### src/rtl/hyperram_init_sequencer.sv
`timescale 1ns/1ps
// HyperRAM command sequencer: power-up wait, HW reset, CR write and ID read, then
// single host memory ops; every op is watchdog-guarded with bounded sequence retry.
module hyperram_init_sequencer #(
    parameter int POWERUP_CYCLES = 15000,
    parameter int TIMEOUT_CYCLES = 4096,
    parameter int GAP_CYCLES     = 2,
    parameter int MAX_RETRIES    = 3
) (
    input  logic       iClk,
    input  logic       iRstN,
    output logic       oCtrlEn,
    output logic [2:0] oCtrlOpReq,
    input  logic       iCtrlOpDone,
    input  logic       iHostValid,
    input  logic [2:0] iHostOp,
    output logic       oHostReady,
    output logic       oHostDone,
    output logic       oHostErr,
    input  logic       iReinit,
    output logic       oInitDone,
    output logic       oInitFail,
    output logic [1:0] oRetryCnt,
    output logic [3:0] oState
);

    typedef enum logic [3:0] {
        PWRUP = 4'd0,
        RST   = 4'd1,
        WCFG  = 4'd2,
        RDID  = 4'd3,
        GAP   = 4'd4,
        READY = 4'd5,
        HOST  = 4'd6,
        FAIL  = 4'd7
    } seqStateT;

    localparam logic [2:0] OP_HWRST = 3'b000;
    localparam logic [2:0] OP_RDREG = 3'b001;
    localparam logic [2:0] OP_WRREG = 3'b010;
    localparam logic [2:0] OP_RDMEM = 3'b011;
    localparam logic [2:0] OP_WRMEM = 3'b100;

    localparam int PW = (POWERUP_CYCLES > 1) ? $clog2(POWERUP_CYCLES + 1) : 1;
    localparam int GW = (GAP_CYCLES > 1) ? $clog2(GAP_CYCLES) : 1;
    localparam logic [PW-1:0] PWR_LAST  = PW'(POWERUP_CYCLES);
    localparam logic [GW-1:0] GAP_LAST  = GW'(GAP_CYCLES - 1);
    localparam logic [15:0]   WDOG_LAST = 16'(TIMEOUT_CYCLES - 1);
    localparam logic [1:0]    RETRY_MAX = 2'(MAX_RETRIES);

    seqStateT      state;
    seqStateT      succ;
    logic [PW-1:0] pwrCnt;
    logic [15:0]   wdogCnt;
    logic [GW-1:0] gapCnt;
    logic          hostLegal;

    // Op code driven on entry to each bring-up op state.
    function automatic logic [2:0] stateOp(input seqStateT s);
        logic [2:0] op;
        case (s)
            WCFG:    op = OP_WRREG;
            RDID:    op = OP_RDREG;
            default: op = OP_HWRST;
        endcase
        return op;
    endfunction

    // State entered once the inter-op gap after a completed op has elapsed.
    function automatic seqStateT gapSucc(input seqStateT s);
        seqStateT n;
        case (s)
            RST:     n = WCFG;
            WCFG:    n = RDID;
            default: n = READY;
        endcase
        return n;
    endfunction

    assign oState = state;

    // Host handshake qualification; a reinit in the same cycle takes priority.
    always_comb begin
        if ((state == READY) && !iReinit) begin
            oHostReady = 1'b1;
        end else begin
            oHostReady = 1'b0;
        end
        hostLegal = (iHostOp == OP_RDMEM) || (iHostOp == OP_WRMEM);
    end

    // Sequencer FSM with registered op-port, host-status and bring-up outputs.
    always_ff @(posedge iClk or negedge iRstN) begin
        if (!iRstN) begin
            state      <= PWRUP;
            succ       <= PWRUP;
            pwrCnt     <= '0;
            wdogCnt    <= 16'd0;
            gapCnt     <= '0;
            oCtrlEn    <= 1'b0;
            oCtrlOpReq <= OP_HWRST;
            oHostDone  <= 1'b0;
            oHostErr   <= 1'b0;
            oInitDone  <= 1'b0;
            oInitFail  <= 1'b0;
            oRetryCnt  <= 2'd0;
        end else begin
            oHostDone <= 1'b0;
            oHostErr  <= 1'b0;
            case (state)
                PWRUP: begin
                    if (pwrCnt == PWR_LAST) begin
                        state      <= RST;
                        oCtrlEn    <= 1'b1;
                        oCtrlOpReq <= OP_HWRST;
                        wdogCnt    <= 16'd0;
                    end else begin
                        pwrCnt <= pwrCnt + PW'(1);
                    end
                end
                RST, WCFG, RDID, HOST: begin
                    // Done has priority over a watchdog expiry in the same cycle.
                    if (iCtrlOpDone) begin
                        oCtrlEn <= 1'b0;
                        state   <= GAP;
                        gapCnt  <= '0;
                        succ    <= gapSucc(state);
                        if (state == HOST) begin
                            oHostDone <= 1'b1;
                        end else begin
                            oHostDone <= 1'b0;
                        end
                    end else if (wdogCnt == WDOG_LAST) begin
                        if (state == HOST) begin
                            oHostDone  <= 1'b1;
                            oHostErr   <= 1'b1;
                            oRetryCnt  <= 2'd0;
                            oInitDone  <= 1'b0;
                            state      <= RST;
                            oCtrlOpReq <= OP_HWRST;
                            wdogCnt    <= 16'd0;
                        end else if (oRetryCnt == RETRY_MAX) begin
                            state      <= FAIL;
                            oCtrlEn    <= 1'b0;
                            oCtrlOpReq <= OP_HWRST;
                            oInitFail  <= 1'b1;
                        end else begin
                            // Enable stays high: op 000 pulls the engine back to idle.
                            oRetryCnt  <= oRetryCnt + 2'd1;
                            state      <= RST;
                            oCtrlOpReq <= OP_HWRST;
                            wdogCnt    <= 16'd0;
                        end
                    end else begin
                        wdogCnt <= wdogCnt + 16'd1;
                    end
                end
                GAP: begin
                    if (gapCnt == GAP_LAST) begin
                        state <= succ;
                        if (succ == READY) begin
                            oInitDone <= 1'b1;
                        end else begin
                            oCtrlEn    <= 1'b1;
                            oCtrlOpReq <= stateOp(succ);
                            wdogCnt    <= 16'd0;
                        end
                    end else begin
                        gapCnt <= gapCnt + GW'(1);
                    end
                end
                READY: begin
                    if (iReinit) begin
                        oRetryCnt  <= 2'd0;
                        oInitDone  <= 1'b0;
                        oInitFail  <= 1'b0;
                        state      <= RST;
                        oCtrlEn    <= 1'b1;
                        oCtrlOpReq <= OP_HWRST;
                        wdogCnt    <= 16'd0;
                    end else if (iHostValid && oHostReady) begin
                        if (hostLegal) begin
                            state      <= HOST;
                            oCtrlEn    <= 1'b1;
                            oCtrlOpReq <= iHostOp;
                            wdogCnt    <= 16'd0;
                        end else begin
                            oHostDone <= 1'b1;
                            oHostErr  <= 1'b1;
                        end
                    end else begin
                        state <= READY;
                    end
                end
                FAIL: begin
                    if (iReinit) begin
                        oRetryCnt  <= 2'd0;
                        oInitDone  <= 1'b0;
                        oInitFail  <= 1'b0;
                        state      <= RST;
                        oCtrlEn    <= 1'b1;
                        oCtrlOpReq <= OP_HWRST;
                        wdogCnt    <= 16'd0;
                    end else begin
                        oCtrlEn    <= 1'b0;
                        oCtrlOpReq <= OP_HWRST;
                        oInitFail  <= 1'b1;
                    end
                end
                default: begin
                    // Unreachable encodings park safely in FAIL with the port idle.
                    state      <= FAIL;
                    oCtrlEn    <= 1'b0;
                    oCtrlOpReq <= OP_HWRST;
                    oInitFail  <= 1'b1;
                end
            endcase
        end
    end

endmodule
### config.mk
export PLATFORM = sky130hd
export DESIGN_NAME = hyperram_init_sequencer
export DESIGN_NICKNAME = d
export VERILOG_FILES = /design/src/rtl/hyperram_init_sequencer.sv
export SDC_FILE = /design/constraint.sdc
export NUM_CORES = 1
export LEC_CHECK = 0
export CORE_UTILIZATION = 52
export CTS_CLUSTER_DIAMETER = 100
export DETAILED_ROUTE_END_ITERATION = 8
export PLACE_DENSITY = 0.79
export SYNTH_ARGS = -nofsm -noshare
export SYNTH_HDL_FRONTEND = slang
export SYNTH_SLANG_ARGS = --single-unit
### constraint.sdc
create_clock -name iClk -period 2.3 [get_ports iClk]
set_input_delay 0.23 -clock iClk [delete_from_list [all_inputs] [get_ports iClk]]
set_output_delay 0.23 -clock iClk [all_outputs]
set_load 0.05 [all_outputs]
==> results of run 1 <==
where the power goes:
group,leakage (nW),internal (mW),switching [mW]
clock network,0.0513,0.319,0.267
logic,0.808,0.848,1.14
registers,0.621,1.01,0.168
cell families after synthesis:
group / after synthesis / synth area share
simple gates: 105 / 0.2126
compound gates: 70 / 0.1874
flops: 47 / 0.4563
buf+inv: 26 / 0.04126
xor+xnor: 14 / 0.04757
mux: 8 / 0.03398
fa+ha+maj: 4 / 0.01942
other cells: 1 / 0.001455
repair_timing:
action | 4_1_cts | 5_1_grt
endpoints found under the setup margin | 22 | 24
hold buffers | 1 | 0
hold endpoints to repair | 24 | 0
setup buffers | 1 | 2
resized for setup | 1 | 4
cell usage in the layout, fill, tap and decap left out, drive strengths merged, types with 3 or more instances in the layout:
cell type      Yosys  layout
or4                4       4
nor2              17      17
nand3             16      16
xor2               3       3
nand2b             3       3
a22o               3       3
a41oi              4       4
and3b              3       3
o211ai             3       3
clkbuf             8       6
nor2b              3       3
a21oi             18      18
and3               3       3
ha                 4       4
clkdlybuf4s50      0      19
buf                3      41
o21ai             13      13
dfrtp             47      47
mux2               6       6
nor3               5       5
xnor2             11      11
nand4              7       7
and4               3       3
nand2             34      34
a31oi             16      16
inv               15      15
critical path: stages (launching register included):
cell and delay (ns):
sky130_fd_sc_hd__dfrtp_1 0.38, sky130_fd_sc_hd__or4b_1 0.53, sky130_fd_sc_hd__or4_4 0.52, sky130_fd_sc_hd__o211ai_4 0.21, sky130_fd_sc_hd__buf_4 0.16, sky130_fd_sc_hd__o311ai_4 0.09
sky130_fd_sc_hd__buf_4 0.17, sky130_fd_sc_hd__a221o_1 0.26, sky130_fd_sc_hd__o21ai_1 0.12
layout make-up:
cell class | instances | area (sq um) | share of cell area
multi-input cells | 202 | 1356 | 0.4114
inverters | 15 | 56.30 | 0.01708
clock inverters | 1 | 30.03 | 0.009108
repair buffers | 61 | 518.0 | 0.1571
well taps | 67 | 83.83 | 0.02543
clock buffers | 6 | 72.57 | 0.02201
flip-flops and latches | 47 | 1180 | 0.3579
registers in the layout, indices dropped and copies added (netlist names):
name / flops
oHostDone: 1
oInitFail: 1
wdogCnt: 16
succ: 3
oState: 3
pwrCnt: 14
oCtrlEn: 1
oCtrlOpReq: 3
oRetryCnt: 2
oInitDone: 1
gapCnt: 1
oHostErr: 1
per-layer routing:
metal  vias up  share of wire
met1      1081           0.47
li1       1117              -
met2        59           0.48
met5         -              0
met3         7          0.040
met4         0          0.011
worst paths after layout:
check	to	slack [ns]	cells after the start
min reg2reg	wdogCnt[15]	0.48	1
max	oState[0]	-0.21	8
max reg2reg	oState[0]	-0.21	8
min in group iClk	wdogCnt[15]	0.48	1
max in group asynchronous	oState[1]	1.25	3
min	wdogCnt[10]	0.44	2
per-stage QoR:
step,cell area [sq um],hold WS [ns],setup TNS [ns]
6_report,3297,0.4438,-2.193
2_1_floorplan,2605,-0.06559,-1.079
3_5_place_dp,3120,0.2650,-2.344
3_3_place_gp,3120,0.2548,-0.7951
4_1_cts,3246,0.4670,-2.112
5_1_grt,3297,0.5004,-4.227
==> metrics, run 1 <==
number of filler instances in the final layout=353; most common cell in the netlist=sky130_fd_sc_hd__dfrtp_1; Crit. End Element=flop; initial cell density of the core=0.5421; post-route antenna net violation count=0; Reg2Reg Launch Point=pwrCnt[6]; Routed wire per std cell=approximately 15 microns; buffers from clock root to sink, at most=2; number of enable-type register cells in the synthesized netlist=0; proportion of synthesized flip-flops having asynchronous set or reset=1.000; Clk Latency, worst-skew pair=~0.30 ns; number of antenna violations at the first check in global routing=0; share of final-layout standard cells stronger than drive strength 1=0.2078; worst slack, placed=-0.1829 ns; Post-Route Utilization=0.6934; PortBufs=21; global-route wire length before repair=9735 microns; Core Rows=25; Layout Nets=344; grt total ovfl=0; number of warnings printed during yosys synthesis=0; post-synth net total=287; worst-case setup margin in the final layout=-0.2108 ns; post-synthesis register bit count=47; DRC viols=0; PnR Total Power=~3.8 mW; mean instance size in the synthesized netlist=around 9.4 sq um; first element of the critical path=pwrCnt[6]; leak pwr=between 1 and 1.5 nW; setup repair after global routing missed its margin=yes; total instance count after detailed placement=388; area of the placeable core=4755 sq um; Pwr per Cell Area=roughly 1100 nW/um^2; GR Layer Usage met2=0.3832; pin slew with the least headroom to its limit=roughly 0.57 ns; kind of start point of the critical path=flop; largest net degree at the start of global routing=27; critical-path maximum fanout=4; result of the run=finished, violations left; kind of critical path=reg -> reg; cell type contributing the most total cell area after synthesis=sky130_fd_sc_hd__dfrtp_1; combined area of all synthesized cells=2577 sq um; diode count=0; final setup fails=23; met1 routing resource usage after global routing=0.3288; routed vias=2264; class of the most critical hold timing path=in -> async; post-DR vias/cell=5.674; die area=approximately 5200 sq um; busiest grt layer=met2; clock transition at the registers of the reported paths=0.08 ns; clock root buffer=sky130_fd_sc_hd__clkbuf_8; Final Hold Violating Endpoints=0; wirelength, routed=between 5000 and 6000 microns; first-pass detailed-route iteration total=4; Total Routing Usage GR=0.2394; DRC violation total after the first TritonRoute iteration=144; flip-flop cell with the highest count after synthesis=sky130_fd_sc_hd__dfrtp_1; Chip Width=72.41 microns; highest achievable clock rate=roughly 400 MHz; gate count after technology mapping=275; Max Clock Skew=0.008925 ns; area share of the largest cell type after synthesis=0.4563; number of standard cells in the layout, taps in and fillers out=399; clock buffers created by TritonCTS=5; number of global-route vias before repair=approximately 2100; fin crit share=1.092; required time of the critical path=2.52 ns; area growth from synthesis to layout=27.91%; detailed-placement wirelength estimate=between 4000 and 5000 microns; weighted congestion reported at the end of routability-driven placement=between 0.9 and 1; number of pins exceeding their max-slew limit in the final report=0; CTS tree=built; Yosys cell types=51; maxcap violations=0; number of clock sinks=47; Seq/Total Area, Yosys=0.4563; violated checks=setup timing; Period minus WS final=around 2.5 ns; GR met3 Demand/Resource=0.04722; I/O Pins=23; leading cell types by count after synthesis=sky130_fd_sc_hd__dfrtp_1, sky130_fd_sc_hd__nand2_1, sky130_fd_sc_hd__a21oi_1; data arrival time at the worst-slack endpoint=2.73 ns; largest cells by area after synthesis=sky130_fd_sc_hd__dfrtp_1, sky130_fd_sc_hd__nand2_1, sky130_fd_sc_hd__a31oi_1; die height=72.41 microns; total number of H-tree levels=2; worst supply voltage drop on vdd=0.7513 mV; Relative slew margins=0.6203
(Power assumes the default switching activity.)
==> run 2, diff against run 1 <==
--- a/config.mk
+++ b/config.mk
@@ -5,10 +5,10 @@
 export SDC_FILE = /design/constraint.sdc
 export NUM_CORES = 1
 export LEC_CHECK = 0
-export CORE_UTILIZATION = 52
+export CORE_UTILIZATION = 57
 export CTS_CLUSTER_DIAMETER = 100
 export DETAILED_ROUTE_END_ITERATION = 8
-export PLACE_DENSITY = 0.79
+export PLACE_DENSITY = 0.82
 export SYNTH_ARGS = -nofsm -noshare
 export SYNTH_HDL_FRONTEND = slang
 export SYNTH_SLANG_ARGS = --single-unit
==> constraint.sdc (replaced) <==
create_clock -name iClk -period 2.75 [get_ports iClk]
set_input_delay 0.275 -clock iClk [delete_from_list [all_inputs] [get_ports iClk]]
set_output_delay 0.275 -clock iClk [all_outputs]
set_load 0.05 [all_outputs]
==> run 2 against run 1 <==
The flow now finishes without violations. Worst hold slack worse by 0.31 ns. Total power fell by 23%. Largest power group unchanged. Largest cell class unchanged. Highest routed layer unchanged. Final cell count down 10%. Clock power fell by 23%. First-iteration DRC count fell by 18%.
==> metrics, run 2 (synthesis gave the netlist of run 1 again) <==
result of the run=finished clean; Relative slew margins=0.3101 (-0.3102); Crit. End Element=flop; clock buffers created by TritonCTS=5 (unchanged); grt total ovfl=0 (unchanged); met1 routing resource usage after global routing=0.3369 (+0.008052); Clk Latency, worst-skew pair=0.31 ns (about the same); top register by number of flip-flops=wdogCnt; clock root buffer=sky130_fd_sc_hd__clkbuf_8; Final Hold Violating Endpoints=0 (unchanged); post-route worst hold slack=0.1383 ns (-0.3055 ns); wirelength, routed=5499 microns (-5.2%); area growth from synthesis to layout=16.60%; standard cell with the maximum stage delay on the critical path=sky130_fd_sc_hd__or4b_1; GR Layer Usage met2=0.4002 (+0.01704); required time of the critical path=2.94 ns (+0.42 ns); number of pins exceeding their max-slew limit in the final report=0 (unchanged); routed vias=2180 (-3.7%); Chip Width=69.25 microns (-4.4%); instance count on the critical path=7 (-1); Total Routing Usage GR=0.2494 (+0.009955); DRC violation total after the first TritonRoute iteration=118 (-18%); detailed-placement wirelength estimate=3873 microns (-7.4%); post-route antenna net violation count=0 (unchanged); cts repair resizes=0 (-1); leak pwr=1.328 nW (-10%); Pwr per Cell Area=955.8 nW/um^2 (-16%); critical-path maximum fanout=6 (+2); kind of critical path=reg -> reg; Routed wire per std cell=15.36 microns (+5.7%); global-route wire length before repair=9597 microns (-1.4%); data arrival time at the worst-slack endpoint=2.78 ns (+0.05 ns); most used cells in the layout excluding fill and tap cells=sky130_fd_sc_hd__dfrtp_1, sky130_fd_sc_hd__nand2_1, sky130_fd_sc_hd__clkdlybuf4s50_1; total number of H-tree levels=2 (unchanged); fin crit share=0.9440 (-0.1477); Core Rows=24 (-4.0%); pin slew with the least headroom to its limit=1.035 ns (+0.4653 ns); highest achievable clock rate=385.2 MHz (-3.3%); crit-path max cell delay=0.54 ns (about the same); logic depth of the worst register-to-register path=7 (-1); die area=4795 sq um (-8.5%); Top Registers=wdogCnt: 16 flops, pwrCnt: 14 flops; Worst Path Buf+Inv=1 (-1); initial cell density of the core=0.5920 (+0.04985); GR met3 Demand/Resource=0.03488 (-0.01234); buffers from clock root to sink, at most=2 (unchanged); Layout Nets=317 (-7.8%); diode count=0 (unchanged); Period minus WS final=2.596 ns (+0.08512 ns); class of the most critical hold timing path=in -> async; flip-flop count of the largest register after layout=16 (unchanged); Post-Route Utilization=0.6902 (-0.003191); PortBufs=21 (unchanged); # hold bufs at CTS=0 (-1); number of antenna violations at the first check in global routing=0 (unchanged); share of final-layout standard cells stronger than drive strength 1=0.1144 (-0.09345); weighted congestion reported at the end of routability-driven placement=0.8717 (-12%); final setup fails=0 (-100%); maxcap violations=0 (unchanged); I/O Pins=23 (unchanged); number of global-route vias before repair=2143 (+0.047%); setup repair after global routing missed its margin=no; clock transition at the registers of the reported paths=0.09 ns (about the same); CTS tree=built; post-route setup TNS=0 ns (+2.193 ns); number of clock sinks=47 (unchanged); post-DR vias/cell=6.089 (+7.3%); Max Clock Skew=0.009618 ns (+0.0006926 ns); busiest grt layer=met2; worst supply voltage drop on vdd=0.6126 mV (-18%); setup bufs post-CTS=0 (-1); die height=69.25 microns (-4.4%); DRC viols=0 (unchanged); first-pass detailed-route iteration total=4 (unchanged); largest net degree at the start of global routing=48 (+78%); CP Cell Sequence=or4b_1 -> or4_4 -> o211ai_4 -> nand2_2 -> a311oi_4 -> buf_4 -> o211ai_1; CP top delay family=simple AND/OR/NAND/NOR gates; area of the placeable core=4354 sq um (-8.4%); kind of start point of the critical path=flop; leading cell type in the layout, fill and taps excluded=sky130_fd_sc_hd__dfrtp_1
[run 2: cell count changes in the layout (fill, tap and decap cells not counted), moves of 2 or more]
cell / before / now
sky130_fd_sc_hd__dfrtp_2: 3 / 0
sky130_fd_sc_hd__nor3_2: 3 / 1
sky130_fd_sc_hd__buf_4: 39 / 13
sky130_fd_sc_hd__dfrtp_1: 44 / 47
sky130_fd_sc_hd__nor3_1: 1 / 3
[run 2: routing by layer]
metal / wire length (microns) / part of all wire
met5: 0 / 0
met4: 97 / 0.018
met3: 189 / 0.034
met2: 2534 / 0.46
met1: 2677 / 0.49
[run 2: path summary, 6_finish.rpt]
path | slack (ns) | startpoint | to
max in group asynchronous | 1.97 | iRstN | wdogCnt[1]
setup / recovery | 0.15 | pwrCnt[6] | wdogCnt[6]
hold / removal | 0.14 | iRstN | wdogCnt[15]
min in group iClk | 0.48 | wdogCnt[10] | wdogCnt[10]
hold reg to reg | 0.48 | wdogCnt[10] | wdogCnt[10]
setup reg to reg | 0.15 | pwrCnt[6] | wdogCnt[6]
[run 2: per-stage QoR]
step / setup WS (ns) / cells / cell area (sq um) / power (mW)
6_report: 0.1541 / 358 / 3005 / 2.873
3_3_place_gp: 0.2078 / 350 / 2907 / 2.388
2_1_floorplan: 0.1810 / 275 / 2589 / 1.971
5_1_grt: 0.04777 / 358 / 3005 / 3.057
3_5_place_dp: 0.1554 / 350 / 2907 / 2.420
4_1_cts: 0.1437 / 358 / 3005 / 2.873
[run 2: cell type report]
| cell class | count | area [sq um] |
|---|---|---|
| clock buffer | 6 | 82.58 |
| clock inverter | 2 | 16.27 |
| fill | 343 | 1349 |
| inverter | 15 | 56.30 |
| multi-input combinational | 202 | 1306 |
| sequential | 47 | 1176 |
| tap | 52 | 65.06 |
| timing repair buffer | 34 | 302.8 |
[run 2: power by group]
part           switching [mW]  internal (mW)  total [mW]
Combinational           0.833          0.553        1.39
Clock                   0.244          0.205       0.449
Sequential              0.195          0.841        1.04
Total                    1.27           1.60        2.87
==> run 3, diff against run 2 <==
--- a/config.mk
+++ b/config.mk
@@ -8,6 +8,7 @@
 export CORE_UTILIZATION = 57
 export CTS_CLUSTER_DIAMETER = 100
 export DETAILED_ROUTE_END_ITERATION = 8
+export MAX_ROUTING_LAYER = met4
 export PLACE_DENSITY = 0.82
 export SYNTH_ARGS = -nofsm -noshare
 export SYNTH_HDL_FRONTEND = slang
==> run 3 against run 2 <==
Clock power is essentially flat. Critical path depth is the same. Sequential cell count is the same. Combinational power is essentially flat. Total power is essentially flat. Final cell count is the same.
==> metrics, run 3 (synthesis gave the netlist of run 1 again) <==
result of the run=finished clean; first-pass detailed-route iteration total=4 (unchanged); Relative slew margins=0.3101 (about the same); routed vias=2180 (unchanged); Routed wire per std cell=15.36 microns (about the same); clock transition at the registers of the reported paths=0.09 ns (about the same); kind of critical path=reg -> reg; CTS tree=built; logic depth of the worst register-to-register path=7 (unchanged); Clk Latency, worst-skew pair=0.31 ns (about the same); post-route setup TNS=0 ns (unchanged); wirelength, routed=5498 microns (about the same); initial cell density of the core=0.5920 (unchanged); switching portion of total power=0.4428 (about the same); pin slew with the least headroom to its limit=1.035 ns (+0.000003994 ns); global-route wire length before repair=9604 microns (about the same); Period minus WS final=2.596 ns (-0.00001500 ns); first element of the critical path=pwrCnt[6]; instance count on the critical path=7 (unchanged); Max Clock Skew=0.009618 ns (-0.0000003900 ns); die area=4795 sq um (unchanged); detailed-placement wirelength estimate=3873 microns (unchanged); clock buffers created by TritonCTS=5 (unchanged); number of pins exceeding their max-slew limit in the final report=0 (unchanged); Total Routing Usage GR=0.2566 (+0.007273); # hold bufs at CTS=0 (unchanged); top register by number of flip-flops=wdogCnt; grt total ovfl=0 (unchanged); PnR Total Power=2.872 mW (about the same); number of global-route vias before repair=2142 (-0.047%); cts repair resizes=0 (unchanged); flip-flop count of the largest register after layout=16 (unchanged); clock share of power=0.156 (about the same); Pwr per Cell Area=955.7 nW/um^2 (about the same); Crit. End Element=flop; met3 wire len=187 microns (-1.1%); standard cell with the maximum stage delay on the critical path=sky130_fd_sc_hd__or4b_1; required time of the critical path=2.93 ns (about the same); data arrival time at the worst-slack endpoint=2.78 ns (about the same); reg-to-reg slack, setup=0.15 ns (about the same); diode count=0 (unchanged); final setup fails=0 (unchanged); worst supply voltage drop on vdd=0.6126 mV (about the same); DR top layer=met4; total number of H-tree levels=2 (unchanged); buffers from clock root to sink, at most=2 (unchanged); Worst Path Buf+Inv=1 (unchanged); area of the placeable core=4354 sq um (unchanged); number of clock sinks=47 (unchanged); number of antenna violations at the first check in global routing=0 (unchanged); Met1 Wirelength=2677 microns (unchanged); weighted congestion reported at the end of routability-driven placement=0.8860 (+1.6%); highest achievable clock rate=385.2 MHz (about the same); Chip Width=69.25 microns (unchanged); total instance count after detailed placement=350 (unchanged); setup repair after global routing missed its margin=no; share of final-layout standard cells stronger than drive strength 1=0.1144 (unchanged); leak pwr=1.328 nW (unchanged); Final Hold Violating Endpoints=0 (unchanged); length of routed met2 wiring=2534 microns (unchanged); fin crit share=0.9440 (about the same); Post-Route Utilization=0.6902 (unchanged); critical-path maximum fanout=6 (unchanged); crit-path max cell delay=0.54 ns (about the same); largest net degree at the start of global routing=48 (unchanged); logic gate share of total power=0.483 (about the same); DRC violation total after the first TritonRoute iteration=118 (unchanged); area growth from synthesis to layout=16.60% (unchanged); maxcap violations=0 (unchanged); PortBufs=21 (unchanged); I/O Pins=23 (unchanged); class of the most critical hold timing path=in -> async; reg-to-reg endpoint=wdogCnt[6]; CP Cell Sequence=or4b_1 -> or4_4 -> o211ai_4 -> nand2_2 -> a311oi_4 -> buf_4 -> o211ai_1; worst setup path endpoint=wdogCnt[6]; clock root buffer=sky130_fd_sc_hd__clkbuf_8; Core Rows=24 (unchanged); DRC viols=0 (unchanged); setup bufs post-CTS=0 (unchanged); most used cells in the layout excluding fill and tap cells=sky130_fd_sc_hd__dfrtp_1, sky130_fd_sc_hd__nand2_1, sky130_fd_sc_hd__clkdlybuf4s50_1; part of the power in registers=0.361 (about the same); number of standard cells in the layout, taps in and fillers out=358 (unchanged); leading cell type in the layout, fill and taps excluded=sky130_fd_sc_hd__dfrtp_1; Pint=1.600 mW (unchanged); post-DR vias/cell=6.089 (unchanged); die height=69.25 microns (unchanged); number of filler instances in the final layout=343 (unchanged); Top Registers=wdogCnt: 16 flops, pwrCnt: 14 flops; kind of start point of the critical path=flop; Layout Nets=317 (unchanged); post-route antenna net violation count=0 (unchanged); Reg2Reg Launch Point=pwrCnt[6]; CP top delay family=simple AND/OR/NAND/NOR gates; net load switching power=1.272 mW (about the same)
## run 3: per-stage QoR
| step | setup WS, ns | hold WS, ns | cell area, sq um |
|---|---|---|---|
| after floorplan | 0.1810 | -0.02059 | 2589 |
| after global placement | 0.2078 | 0.4645 | 2907 |
| after detailed placement | 0.1554 | 0.4681 | 2907 |
| after CTS | 0.1437 | 0.1865 | 3005 |
| after global routing | 0.04777 | 0.2397 | 3005 |
| final | 0.1541 | 0.1393 | 3005 |
## run 3: power by group through the flow
stage	Clock [mW]	Sequential, mW	Combinational (mW)
3_5_place_dp	0	1.04	1.38
5_1_grt	0.480	1.06	1.52
4_1_cts	0.456	1.03	1.38
6_report	0.448	1.04	1.39
3_3_place_gp	0	1.04	1.35
2_1_floorplan	0	1.13	0.843
## run 3: final cells by class
type	count	area (sq um)	share of cell area
well taps	52	65.06	0.02165
flip-flops and latches	47	1176	0.3913
clock inverters	2	16.27	0.005412
repair buffers	34	302.8	0.1007
clock buffers	6	82.58	0.02748
inverters	15	56.30	0.01873
multi-input cells	202	1306	0.4346
## run 3: worst min-delay path by stage
stage / start / cells past startpoint / slack (ns) / end
global placement: pwrCnt[13] / 1 / 0.46 / pwrCnt[13]
finish: iRstN / 1 / 0.14 / wdogCnt[15]
floorplan: iRstN / 0 / -0.02 / gapCnt
CTS: iRstN / 1 / 0.19 / wdogCnt[9]
detailed placement: wdogCnt[10] / 1 / 0.47 / wdogCnt[10]
global route: iRstN / 1 / 0.24 / wdogCnt[15]
## run 3: layer usage
metal / track usage / vias up
li1: - / 1063
met1: 0.3369 / 1053
met2: 0.4002 / 54
met3: 0.03488 / 10
met4: 0.1134 / 0
met5: - / -
